--- src/rtl/arp_request_gen_if.sv ---
// Request/response handshake plus AXI-Stream TX and RX taps of the ARP request generator.
// master = generator side, slave = the attached client/MAC side.
interface arp_request_gen_if #(
    parameter int DATA_W = 256,
    parameter int USER_W = 128
);
    logic                req_valid;
    logic [31:0]         req_ip;
    logic                req_ready;
    logic                resp_valid;
    logic                resp_ready;
    logic [31:0]         resp_ip;
    logic [47:0]         resp_mac;
    logic                resp_fail;

    logic [DATA_W-1:0]   m_axis_tdata;
    logic [DATA_W/8-1:0] m_axis_tstrb;
    logic [USER_W-1:0]   m_axis_tuser;
    logic                m_axis_tvalid;
    logic                m_axis_tready;
    logic                m_axis_tlast;

    logic [DATA_W-1:0]   s_axis_tdata;
    logic [DATA_W/8-1:0] s_axis_tstrb;
    logic [USER_W-1:0]   s_axis_tuser;
    logic                s_axis_tvalid;
    logic                s_axis_tready;
    logic                s_axis_tlast;

    modport master (
        input  req_valid, req_ip, resp_ready,
        output req_ready, resp_valid, resp_ip, resp_mac, resp_fail,
        output m_axis_tdata, m_axis_tstrb, m_axis_tuser, m_axis_tvalid, m_axis_tlast,
        input  m_axis_tready,
        input  s_axis_tdata, s_axis_tstrb, s_axis_tuser, s_axis_tvalid, s_axis_tlast,
        output s_axis_tready
    );

    modport slave (
        output req_valid, req_ip, resp_ready,
        input  req_ready, resp_valid, resp_ip, resp_mac, resp_fail,
        input  m_axis_tdata, m_axis_tstrb, m_axis_tuser, m_axis_tvalid, m_axis_tlast,
        output m_axis_tready,
        output s_axis_tdata, s_axis_tstrb, s_axis_tuser, s_axis_tvalid, s_axis_tlast,
        input  s_axis_tready
    );
endinterface

--- src/rtl/arp_request_gen.sv ---
// Broadcasts a 2-beat ARP request for req_ip, retries on timeout, reports MAC or failure.
// Request->tvalid and reply->resp_valid are 1 cycle; TX holds on tready=0, RX tap never stalls.
module arp_request_gen #(
    parameter int         C_M_AXIS_DATA_WIDTH  = 256,
    parameter int         C_M_AXIS_TUSER_WIDTH = 128,
    parameter int         DST_PORT_POS         = 24,
    parameter logic [7:0] TX_DST_PORTS         = 8'h55,
    parameter int         TIMEOUT_CYCLES       = 1000000,
    parameter int         MAX_RETRIES          = 3
) (
    input  logic              axi_aclk,
    input  logic              axi_reset,
    input  logic [47:0]       my_mac,
    input  logic [31:0]       my_ip,
    arp_request_gen_if.master bus
);
    localparam int          STRB_W    = C_M_AXIS_DATA_WIDTH / 8;
    localparam int          TIMER_W   = (TIMEOUT_CYCLES > 2) ? $clog2(TIMEOUT_CYCLES) : 1;
    localparam int          RETRY_W   = (MAX_RETRIES > 0) ? $clog2(MAX_RETRIES + 1) : 1;
    localparam logic [15:0] FRAME_LEN = 16'd60;

    // Fields are stored in wire byte order: byte 0 of the frame sits in bits [7:0].
    typedef struct packed {
        logic [31:0] spa;
        logic [47:0] sha;
        logic [15:0] op;
        logic [7:0]  plen;
        logic [7:0]  hlen;
        logic [15:0] ptype;
        logic [15:0] htype;
        logic [15:0] etype;
        logic [47:0] src;
        logic [47:0] dst;
    } hdr_t;

    typedef struct packed {
        logic [175:0] pad;
        logic [31:0]  tpa;
        logic [47:0]  tha;
    } tail_t;

    typedef enum logic [2:0] {IDLE, TX_HDR, TX_TAIL, WAIT, RESP} state_t;

    function automatic logic [47:0] swap48(input logic [47:0] v);
        logic [47:0] r;
        for (int i = 0; i < 6; i++) r[8*i +: 8] = v[8*(5-i) +: 8];
        return r;
    endfunction

    function automatic logic [31:0] swap32(input logic [31:0] v);
        logic [31:0] r;
        for (int i = 0; i < 4; i++) r[8*i +: 8] = v[8*(3-i) +: 8];
        return r;
    endfunction

    state_t                          state, state_n;
    logic [31:0]                     ip_q;
    logic [31:0]                     sip_q;
    logic [47:0]                     mac_q;
    logic [TIMER_W-1:0]              timer;
    logic [RETRY_W-1:0]              retry;
    logic                            rx_first;
    logic [47:0]                     resp_mac_q;
    logic                            resp_fail_q;

    logic                            take_req;
    logic                            start_wait;
    logic                            retry_now;
    logic                            match_hit;
    logic                            fail_now;
    logic                            rx_match;
    logic                            timeout;

    hdr_t                            hdr;
    tail_t                           tail;
    logic [C_M_AXIS_TUSER_WIDTH-1:0] user_dat;
    logic [C_M_AXIS_DATA_WIDTH-1:0]  tx_dat;
    logic [STRB_W-1:0]               tx_strb;
    logic                            tx_vld;
    logic                            tx_last;
    logic                            req_rdy;
    logic                            resp_vld;
    logic                            unused_rx;

    // Beat images depend only on registers latched at request time, so they stay
    // stable for as long as the sink stalls.
    always_comb begin
        hdr       = '0;
        hdr.dst   = '1;
        hdr.src   = swap48(mac_q);
        hdr.etype = 16'h0608;
        hdr.htype = 16'h0100;
        hdr.ptype = 16'h0008;
        hdr.hlen  = 8'h06;
        hdr.plen  = 8'h04;
        hdr.op    = 16'h0100;
        hdr.sha   = swap48(mac_q);
        hdr.spa   = swap32(sip_q);

        tail      = '0;
        tail.tpa  = swap32(ip_q);

        user_dat                       = '0;
        user_dat[15:0]                 = FRAME_LEN;
        user_dat[DST_PORT_POS +: 8]    = TX_DST_PORTS;
    end

    assign rx_match = (state == WAIT) && bus.s_axis_tvalid && rx_first
                   && (bus.s_axis_tdata[111:96]  == 16'h0608)
                   && (bus.s_axis_tdata[175:160] == 16'h0200)
                   && (bus.s_axis_tdata[255:224] == swap32(ip_q));

    assign timeout = (timer == TIMER_W'(TIMEOUT_CYCLES - 1));

    always_ff @(posedge axi_aclk) begin
        if (axi_reset) state <= IDLE;
        else           state <= state_n;
    end

    always_comb begin
        state_n    = state;
        take_req   = 1'b0;
        start_wait = 1'b0;
        retry_now  = 1'b0;
        match_hit  = 1'b0;
        fail_now   = 1'b0;
        tx_vld     = 1'b0;
        tx_last    = 1'b0;
        tx_strb    = '0;
        tx_dat     = '0;
        req_rdy    = 1'b0;
        resp_vld   = 1'b0;

        case (state)
            IDLE: begin
                req_rdy = 1'b1;
                if (bus.req_valid) begin
                    take_req = 1'b1;
                    state_n  = TX_HDR;
                end
            end
            TX_HDR: begin
                tx_vld  = 1'b1;
                tx_strb = '1;
                tx_dat  = hdr;
                if (bus.m_axis_tready) state_n = TX_TAIL;
            end
            TX_TAIL: begin
                tx_vld  = 1'b1;
                tx_last = 1'b1;
                tx_strb = STRB_W'(32'h0FFF_FFFF);
                tx_dat  = tail;
                if (bus.m_axis_tready) begin
                    start_wait = 1'b1;
                    state_n    = WAIT;
                end
            end
            WAIT: begin
                // A reply landing on the expiry cycle still counts as success.
                if (rx_match) begin
                    match_hit = 1'b1;
                    state_n   = RESP;
                end else if (timeout) begin
                    if (retry < RETRY_W'(MAX_RETRIES)) begin
                        retry_now = 1'b1;
                        state_n   = TX_HDR;
                    end else begin
                        fail_now = 1'b1;
                        state_n  = RESP;
                    end
                end
            end
            RESP: begin
                resp_vld = 1'b1;
                if (bus.resp_ready) state_n = IDLE;
            end
            default: state_n = IDLE;
        endcase
    end

    always_ff @(posedge axi_aclk) begin
        if (axi_reset) begin
            ip_q        <= '0;
            sip_q       <= '0;
            mac_q       <= '0;
            timer       <= '0;
            retry       <= '0;
            rx_first    <= 1'b1;
            resp_mac_q  <= '0;
            resp_fail_q <= 1'b0;
        end else begin
            if (take_req) begin
                ip_q  <= bus.req_ip;
                mac_q <= my_mac;
                sip_q <= my_ip;
                retry <= '0;
            end
            if (retry_now) retry <= retry + 1'b1;

            if (start_wait)                     timer <= '0;
            else if (state == WAIT && !timeout) timer <= timer + 1'b1;

            // Passive tap: frame boundaries are tracked even when no request is pending.
            if (bus.s_axis_tvalid) rx_first <= bus.s_axis_tlast;

            if (match_hit) begin
                resp_mac_q  <= swap48(bus.s_axis_tdata[223:176]);
                resp_fail_q <= 1'b0;
            end
            if (fail_now) begin
                resp_mac_q  <= '0;
                resp_fail_q <= 1'b1;
            end
        end
    end

    assign bus.req_ready     = req_rdy;
    assign bus.resp_valid    = resp_vld;
    assign bus.resp_ip       = ip_q;
    assign bus.resp_mac      = resp_mac_q;
    assign bus.resp_fail     = resp_fail_q;

    assign bus.m_axis_tdata  = tx_dat;
    assign bus.m_axis_tstrb  = tx_strb;
    assign bus.m_axis_tuser  = tx_vld ? user_dat : '0;
    assign bus.m_axis_tvalid = tx_vld;
    assign bus.m_axis_tlast  = tx_last;
    assign bus.s_axis_tready = 1'b1;

    assign unused_rx = ^{bus.s_axis_tstrb, bus.s_axis_tuser,
                         bus.s_axis_tdata[95:0], bus.s_axis_tdata[159:112]};
endmodule

--- src/flat_wrapper.sv ---
// flat-port wrapper written by rule: the top's interface ports become plain ports
module arp_request_gen_flat 
#(
    parameter int         C_M_AXIS_DATA_WIDTH  = 256,
    parameter int         C_M_AXIS_TUSER_WIDTH = 128,
    parameter int         DST_PORT_POS         = 24,
    parameter logic [7:0] TX_DST_PORTS         = 8'h55,
    parameter int         TIMEOUT_CYCLES       = 1000000,
    parameter int         MAX_RETRIES          = 3
)
  (axi_aclk, axi_reset, my_mac, my_ip, bus_req_valid, bus_req_ip, bus_resp_ready, bus_req_ready, bus_resp_valid, bus_resp_ip, bus_resp_mac, bus_resp_fail, bus_m_axis_tdata, bus_m_axis_tstrb, bus_m_axis_tuser, bus_m_axis_tvalid, bus_m_axis_tlast, bus_m_axis_tready, bus_s_axis_tdata, bus_s_axis_tstrb, bus_s_axis_tuser, bus_s_axis_tvalid, bus_s_axis_tlast, bus_s_axis_tready);
  arp_request_gen_if #(.DATA_W(256), .USER_W(128)) bus_i ();
  input  logic axi_aclk;
  input  logic axi_reset;
  input  logic [47:0] my_mac;
  input  logic [31:0] my_ip;
  input wire logic [$bits(bus_i.req_valid)-1:0] bus_req_valid;
  input wire logic [$bits(bus_i.req_ip)-1:0] bus_req_ip;
  input wire logic [$bits(bus_i.resp_ready)-1:0] bus_resp_ready;
  output wire logic [$bits(bus_i.req_ready)-1:0] bus_req_ready;
  output wire logic [$bits(bus_i.resp_valid)-1:0] bus_resp_valid;
  output wire logic [$bits(bus_i.resp_ip)-1:0] bus_resp_ip;
  output wire logic [$bits(bus_i.resp_mac)-1:0] bus_resp_mac;
  output wire logic [$bits(bus_i.resp_fail)-1:0] bus_resp_fail;
  output wire logic [$bits(bus_i.m_axis_tdata)-1:0] bus_m_axis_tdata;
  output wire logic [$bits(bus_i.m_axis_tstrb)-1:0] bus_m_axis_tstrb;
  output wire logic [$bits(bus_i.m_axis_tuser)-1:0] bus_m_axis_tuser;
  output wire logic [$bits(bus_i.m_axis_tvalid)-1:0] bus_m_axis_tvalid;
  output wire logic [$bits(bus_i.m_axis_tlast)-1:0] bus_m_axis_tlast;
  input wire logic [$bits(bus_i.m_axis_tready)-1:0] bus_m_axis_tready;
  input wire logic [$bits(bus_i.s_axis_tdata)-1:0] bus_s_axis_tdata;
  input wire logic [$bits(bus_i.s_axis_tstrb)-1:0] bus_s_axis_tstrb;
  input wire logic [$bits(bus_i.s_axis_tuser)-1:0] bus_s_axis_tuser;
  input wire logic [$bits(bus_i.s_axis_tvalid)-1:0] bus_s_axis_tvalid;
  input wire logic [$bits(bus_i.s_axis_tlast)-1:0] bus_s_axis_tlast;
  output wire logic [$bits(bus_i.s_axis_tready)-1:0] bus_s_axis_tready;
  assign bus_i.req_valid = bus_req_valid;
  assign bus_i.req_ip = bus_req_ip;
  assign bus_i.resp_ready = bus_resp_ready;
  assign bus_req_ready = bus_i.req_ready;
  assign bus_resp_valid = bus_i.resp_valid;
  assign bus_resp_ip = bus_i.resp_ip;
  assign bus_resp_mac = bus_i.resp_mac;
  assign bus_resp_fail = bus_i.resp_fail;
  assign bus_m_axis_tdata = bus_i.m_axis_tdata;
  assign bus_m_axis_tstrb = bus_i.m_axis_tstrb;
  assign bus_m_axis_tuser = bus_i.m_axis_tuser;
  assign bus_m_axis_tvalid = bus_i.m_axis_tvalid;
  assign bus_m_axis_tlast = bus_i.m_axis_tlast;
  assign bus_i.m_axis_tready = bus_m_axis_tready;
  assign bus_i.s_axis_tdata = bus_s_axis_tdata;
  assign bus_i.s_axis_tstrb = bus_s_axis_tstrb;
  assign bus_i.s_axis_tuser = bus_s_axis_tuser;
  assign bus_i.s_axis_tvalid = bus_s_axis_tvalid;
  assign bus_i.s_axis_tlast = bus_s_axis_tlast;
  assign bus_s_axis_tready = bus_i.s_axis_tready;
  arp_request_gen #(.C_M_AXIS_DATA_WIDTH(C_M_AXIS_DATA_WIDTH), .C_M_AXIS_TUSER_WIDTH(C_M_AXIS_TUSER_WIDTH), .DST_PORT_POS(DST_PORT_POS), .TX_DST_PORTS(TX_DST_PORTS), .TIMEOUT_CYCLES(TIMEOUT_CYCLES), .MAX_RETRIES(MAX_RETRIES)) u_core (.axi_aclk(axi_aclk), .axi_reset(axi_reset), .my_mac(my_mac), .my_ip(my_ip), .bus(bus_i));
endmodule
--- config.mk ---
export PLATFORM = sky130hd
export DESIGN_NAME = arp_request_gen_flat
export DESIGN_NICKNAME = d
export VERILOG_FILES = /design/src/rtl/arp_request_gen_if.sv /design/src/rtl/arp_request_gen.sv /design/src/flat_wrapper.sv
export SDC_FILE = /design/constraint.sdc
export NUM_CORES = 1
export LEC_CHECK = 0
export ABC_AREA = 1
export BUFFER_PORTS_ARGS = -buffer_cell sky130_fd_sc_hd__buf_4
export CAP_MARGIN = 20
export CORE_AREA = 2 2 406 408
export CTS_BUF_LIST = sky130_fd_sc_hd__clkbuf_2 sky130_fd_sc_hd__clkbuf_4 sky130_fd_sc_hd__clkbuf_8
export DETAILED_ROUTE_END_ITERATION = 6
export DIE_AREA = 0 0 408 410
export SLEW_MARGIN = 20
export SYNTH_ARGS = -nofsm -noshare
export SYNTH_HDL_FRONTEND = slang
export SYNTH_SLANG_ARGS = --single-unit
--- constraint.sdc ---
create_clock -name axi_aclk -period 2.8 [get_ports axi_aclk]
set_input_delay 0.56 -clock axi_aclk [delete_from_list [all_inputs] [get_ports axi_aclk]]
set_output_delay 0.56 -clock axi_aclk [all_outputs]
set_load 0.03 [all_outputs]
==> run_summary.xml <==
<?xml version="1.0" encoding="UTF-8"?>
<metrics>
  <group name="status">
    <metric name="outcome" unit="">completed</metric>
  </group>
  <group name="sta">
    <metric name="max_freq" unit="GHz">0.376</metric>
    <metric name="whs" unit="ps">130</metric>
    <metric name="largest_clock_skew_in_the_final_design" unit="ps">39.9</metric>
    <metric name="final_period_minus_worst_setup_slack" unit="ps">2660</metric>
    <metric name="timing.final.crit_share" unit="%">95.1</metric>
    <metric name="timing.final.hold_violations" unit="">0</metric>
    <metric name="setup_viol_count_final" unit="">0</metric>
    <metric name="setup_repair_after_global_routing_missed_its_margin" unit="">yes</metric>
    <metric name="worst_slew_margin" unit="%">39.6</metric>
    <metric name="drv_slew" unit="">0</metric>
    <metric name="worst_pin_slew" unit="ps">900</metric>
    <metric name="post-route-worst-setup-slack" unit="ps">137</metric>
  </group>
  <group name="cells_and_area">
    <metric name="multiInputGateArea" unit="sq um">4820</metric>
    <metric name="finalNetCount" unit="">2691</metric>
    <metric name="final.fill_count" unit="">19100</metric>
    <metric name="ff_latch_area" unit="sq um">3750</metric>
    <metric name="synthToLayoutAreaGrowth" unit="%">52.3</metric>
    <metric name="drive_gt1_share" unit="%">30.0</metric>
    <metric name="finish.instance_area" unit="sq um">17500</metric>
    <metric name="stdcell_count" unit="">4376</metric>
  </group>
  <group name="synthesis">
    <metric name="synth_edf_count" unit="">0</metric>
    <metric name="synthDominantCellAreaShare" unit="%">32.5</metric>
    <metric name="post_synth_instance_area" unit="sq um">11500</metric>
    <metric name="ffs_latches_synth" unit="">187</metric>
    <metric name="synthDominantAreaCellType" unit="">sky130_fd_sc_hd__dfxtp_1</metric>
    <metric name="yosys.area_share.simple" unit="%">18.0</metric>
    <metric name="synth_compound_area_share" unit="%">15.7</metric>
    <metric name="synth.distinct_cells" unit="">36</metric>
    <metric name="synth_xor_xnor_area_share" unit="%">1.14</metric>
    <metric name="yosys.area_share.adder" unit="%">0.218</metric>
    <metric name="synth_top_cells_by_area" unit="">sky130_fd_sc_hd__dfxtp_1, sky130_fd_sc_hd__buf_4, sky130_fd_sc_hd__inv_1</metric>
    <metric name="async_reset_ff_share" unit="%">0</metric>
    <metric name="postSynth.topFlopCell" unit="">sky130_fd_sc_hd__dfxtp_1</metric>
    <metric name="synthesis.area_per_instance" unit="sq um">6.64</metric>
    <metric name="synth_mux_area_share" unit="%">0</metric>
    <metric name="yosys_warnings" unit="">0</metric>
    <metric name="main_combinational_cell_family_by_area_after_synthesis" unit="">buffers and inverters</metric>
    <metric name="synth_sequential_area_ratio" unit="%">32.5</metric>
    <metric name="postSynthCellCount" unit="">1731</metric>
    <metric name="synth_most_common_cell" unit="">sky130_fd_sc_hd__buf_4</metric>
    <metric name="post_synth_most_frequent_cells" unit="">sky130_fd_sc_hd__buf_4, sky130_fd_sc_hd__inv_1, sky130_fd_sc_hd__nand2_1</metric>
  </group>
  <group name="min_path">
    <metric name="min_from" unit="">axi_reset</metric>
    <metric name="worstHoldEndpoint" unit="">u_core.state[1]</metric>
    <metric name="hold_class" unit="">primary input to flop</metric>
    <metric name="worstHoldPathCells" unit="">2</metric>
  </group>
  <group name="clock_tree">
    <metric name="cts_sinks" unit="">187</metric>
    <metric name="worstSkewPairLatency" unit="ps">660</metric>
    <metric name="ctsRootBufferMaster" unit="">sky130_fd_sc_hd__clkbuf_8</metric>
    <metric name="numCtsBuffers" unit="">17</metric>
    <metric name="post_cts_clock_slew_at_the_launch_and_capture_registers_of_the_worst_setup_and_hold_paths" unit="ps">120</metric>
    <metric name="ctsLongestPathBuffers" unit="">2</metric>
    <metric name="ctsHtreeMaxLevel" unit="">4</metric>
    <metric name="clock_tree_from_tritoncts" unit="">done</metric>
  </group>
  <group name="critical_path">
    <metric name="worst_setup_path_start_kind" unit="">flop</metric>
    <metric name="critPathKind" unit="">flop to primary output</metric>
    <metric name="critPathCaptureType" unit="">primary output</metric>
    <metric name="cp_max_fo" unit="">61</metric>
    <metric name="crit_required" unit="ps">2240</metric>
    <metric name="crit-reg2reg-launch" unit="">u_core.bus.resp_ip[6]</metric>
    <metric name="worst_case_reg_to_reg_path_depth" unit="">10</metric>
    <metric name="worst_r2r_endpoint" unit="">u_core.bus.resp_mac[14]</metric>
    <metric name="timing.critical_path.arrival" unit="ps">2100</metric>
    <metric name="ff2ff_setup_slack" unit="ps">530</metric>
  </group>
  <group name="global_routing">
    <metric name="grt_first_pass_wirelength" unit="microns">93500</metric>
    <metric name="antenna_found_initial" unit="">55</metric>
    <metric name="overall_overflow_remaining_after_global_route" unit="">0</metric>
    <metric name="vias_in_the_first_global_route" unit="">10600</metric>
    <metric name="largest_net_degree_at_the_start_of_global_routing" unit="">118</metric>
    <metric name="all_layer_gr_usage" unit="%">8.54</metric>
  </group>
  <group name="die">
    <metric name="die_y" unit="microns">410</metric>
    <metric name="start_util" unit="%">7.04</metric>
    <metric name="chipWidth" unit="microns">408</metric>
    <metric name="placement_rows" unit="">149</metric>
    <metric name="ioPinCount" unit="">1037</metric>
    <metric name="core_area" unit="sq um">163000</metric>
    <metric name="dieArea" unit="sq um">167000</metric>
  </group>
  <group name="drt">
    <metric name="vias_per_cell" unit="">2.73</metric>
    <metric name="routed-via-count" unit="">11900</metric>
    <metric name="drtIter0Drc" unit="">519</metric>
    <metric name="detail_route.drc_violations" unit="">0</metric>
    <metric name="wirelength" unit="microns">74000</metric>
    <metric name="wl_per_cell" unit="microns">16.9</metric>
    <metric name="route.antenna.remaining_nets" unit="">0</metric>
    <metric name="dr.pass1.iters" unit="">5</metric>
  </group>
  <group name="job">
    <metric name="drv_cap" unit="">0</metric>
  </group>
  <group name="placement">
    <metric name="place_ws" unit="ps">234</metric>
    <metric name="post-dp-hpwl" unit="microns">64200</metric>
    <metric name="numPortBuffers" unit="">540</metric>
    <metric name="postPlaceCellArea" unit="sq um">16900</metric>
    <metric name="routabilityCongestion" unit="">0.877</metric>
    <metric name="placed_cells" unit="">4321</metric>
  </group>
  <group name="power">
    <metric name="power.leakage" unit="uW">0.00754</metric>
    <metric name="ir_worst_vdd" unit="mV">0.753</metric>
    <metric name="p_per_area" unit="nW/um^2">879</metric>
  </group>
</metrics>
[through the flow]
stage | total power [uW] | setup TNS, ps | util [%]
after floorplan | 10200 | 0 | -
after global placement | 13300 | 0 | 10.3
after detailed placement | 13300 | 0 | 10.3
after CTS | 15700 | -3.70 | 10.7
after global routing | 16300 | -956 | 10.7
final | 15400 | 0 | 10.7
[layout by cell type (no fill, tap or decap), types with 18 or more instances in the layout]
master / count
sky130_fd_sc_hd__a21oi_1: 134
sky130_fd_sc_hd__buf_4: 572
sky130_fd_sc_hd__conb_1: 192
sky130_fd_sc_hd__dfxtp_1: 184
sky130_fd_sc_hd__diode_2: 20
sky130_fd_sc_hd__inv_1: 304
sky130_fd_sc_hd__nand2_1: 206
sky130_fd_sc_hd__nand3_1: 31
sky130_fd_sc_hd__nand4_1: 31
sky130_fd_sc_hd__nor2_1: 173
sky130_fd_sc_hd__nor3_1: 20
sky130_fd_sc_hd__o21ai_0: 158
sky130_fd_sc_hd__o21ai_1: 18
sky130_fd_sc_hd__o22ai_1: 32
[layer usage]
| metal | vias to the layer above | GRT usage, % | part of all wire (%) |
|---|---|---|---|
| met4 | 20 | 2.96 | 2.5 |
| li1 | 5746 | - | - |
| met5 | - | 0 | 0.18 |
| met2 | 654 | 13.5 | 45 |
| met3 | 104 | 3.28 | 8.8 |
| met1 | 5402 | 10.5 | 43 |
[registers in the layout (all words and copies together) (netlist names)]
register / cells
u_core.bus.resp_fail: 1
u_core.bus.resp_mac: 48
u_core.state: 3
u_core.rx_first: 1
u_core.sip_q: 32
u_core.mac_q: 48
u_core.bus.resp_ip: 32
u_core.timer: 20
u_core.retry: 2
[cell families after synthesis]
| kind of cell | Yosys count |
|---|---|
| AO/OA/AOI/OAI | 349 |
| XOR/XNOR | 15 |
| other | 2 |
| buffers and inverters | 680 |
| adder cells (fa/ha/maj) | 2 |
| flip-flops | 187 |
| AND/OR/NAND/NOR | 496 |
[where the power goes]
group,switching (uW),internal (uW),total (uW),leakage (uW)
clock,1350,856,2200,0.000223
combinational,6900,2890,9790,0.00578
sequential,257,3150,3410,0.00153
[critical path: stages, from the launching register on]
cell and delay, ps:
sky130_fd_sc_hd__dfxtp_4 400, sky130_fd_sc_hd__inv_1 110, sky130_fd_sc_hd__nand3_4 80, sky130_fd_sc_hd__buf_12 160
sky130_fd_sc_hd__clkinvlp_4 110, sky130_fd_sc_hd__buf_12 250, sky130_fd_sc_hd__buf_4 230
[worst max-delay path by stage]
stage / startpoint / end / slack (ps) / depth (start not counted)
3_5_place_dp: bus_s_axis_tdata[98] / u_core.bus.resp_mac[13] / 230 / 15
5_1_grt: u_core.state[2] / bus_m_axis_tdata[12] / -30 / 6
6_report: u_core.state[1] / bus_m_axis_tdata[16] / 140 / 6
3_3_place_gp: bus_s_axis_tdata[98] / u_core.bus.resp_mac[8] / 270 / 15
2_1_floorplan: u_core.state[1] / bus_m_axis_tdata[105] / 50 / 7
4_1_cts: u_core.state[2] / bus_m_axis_tdata[225] / -2 / 6
[timing repair]
action                                 CTS  global route
endpoints found under the hold margin    1             0
gates resized for setup                 14            13
setup endpoints to repair              226           112
buffers inserted                         1             0
hold buffers                             2             0
[layout make-up]
type	instances	share of cell area [%]
antenna	20	0.286
clock buffer	18	1.38
clock inverter	14	1.16
inverter	306	6.59
multi-input combinational	1054	27.5
sequential	187	21.4
tap	2189	15.6
timing repair buffer	588	26.0
Note: power is estimated with default switching activity, not from simulation.
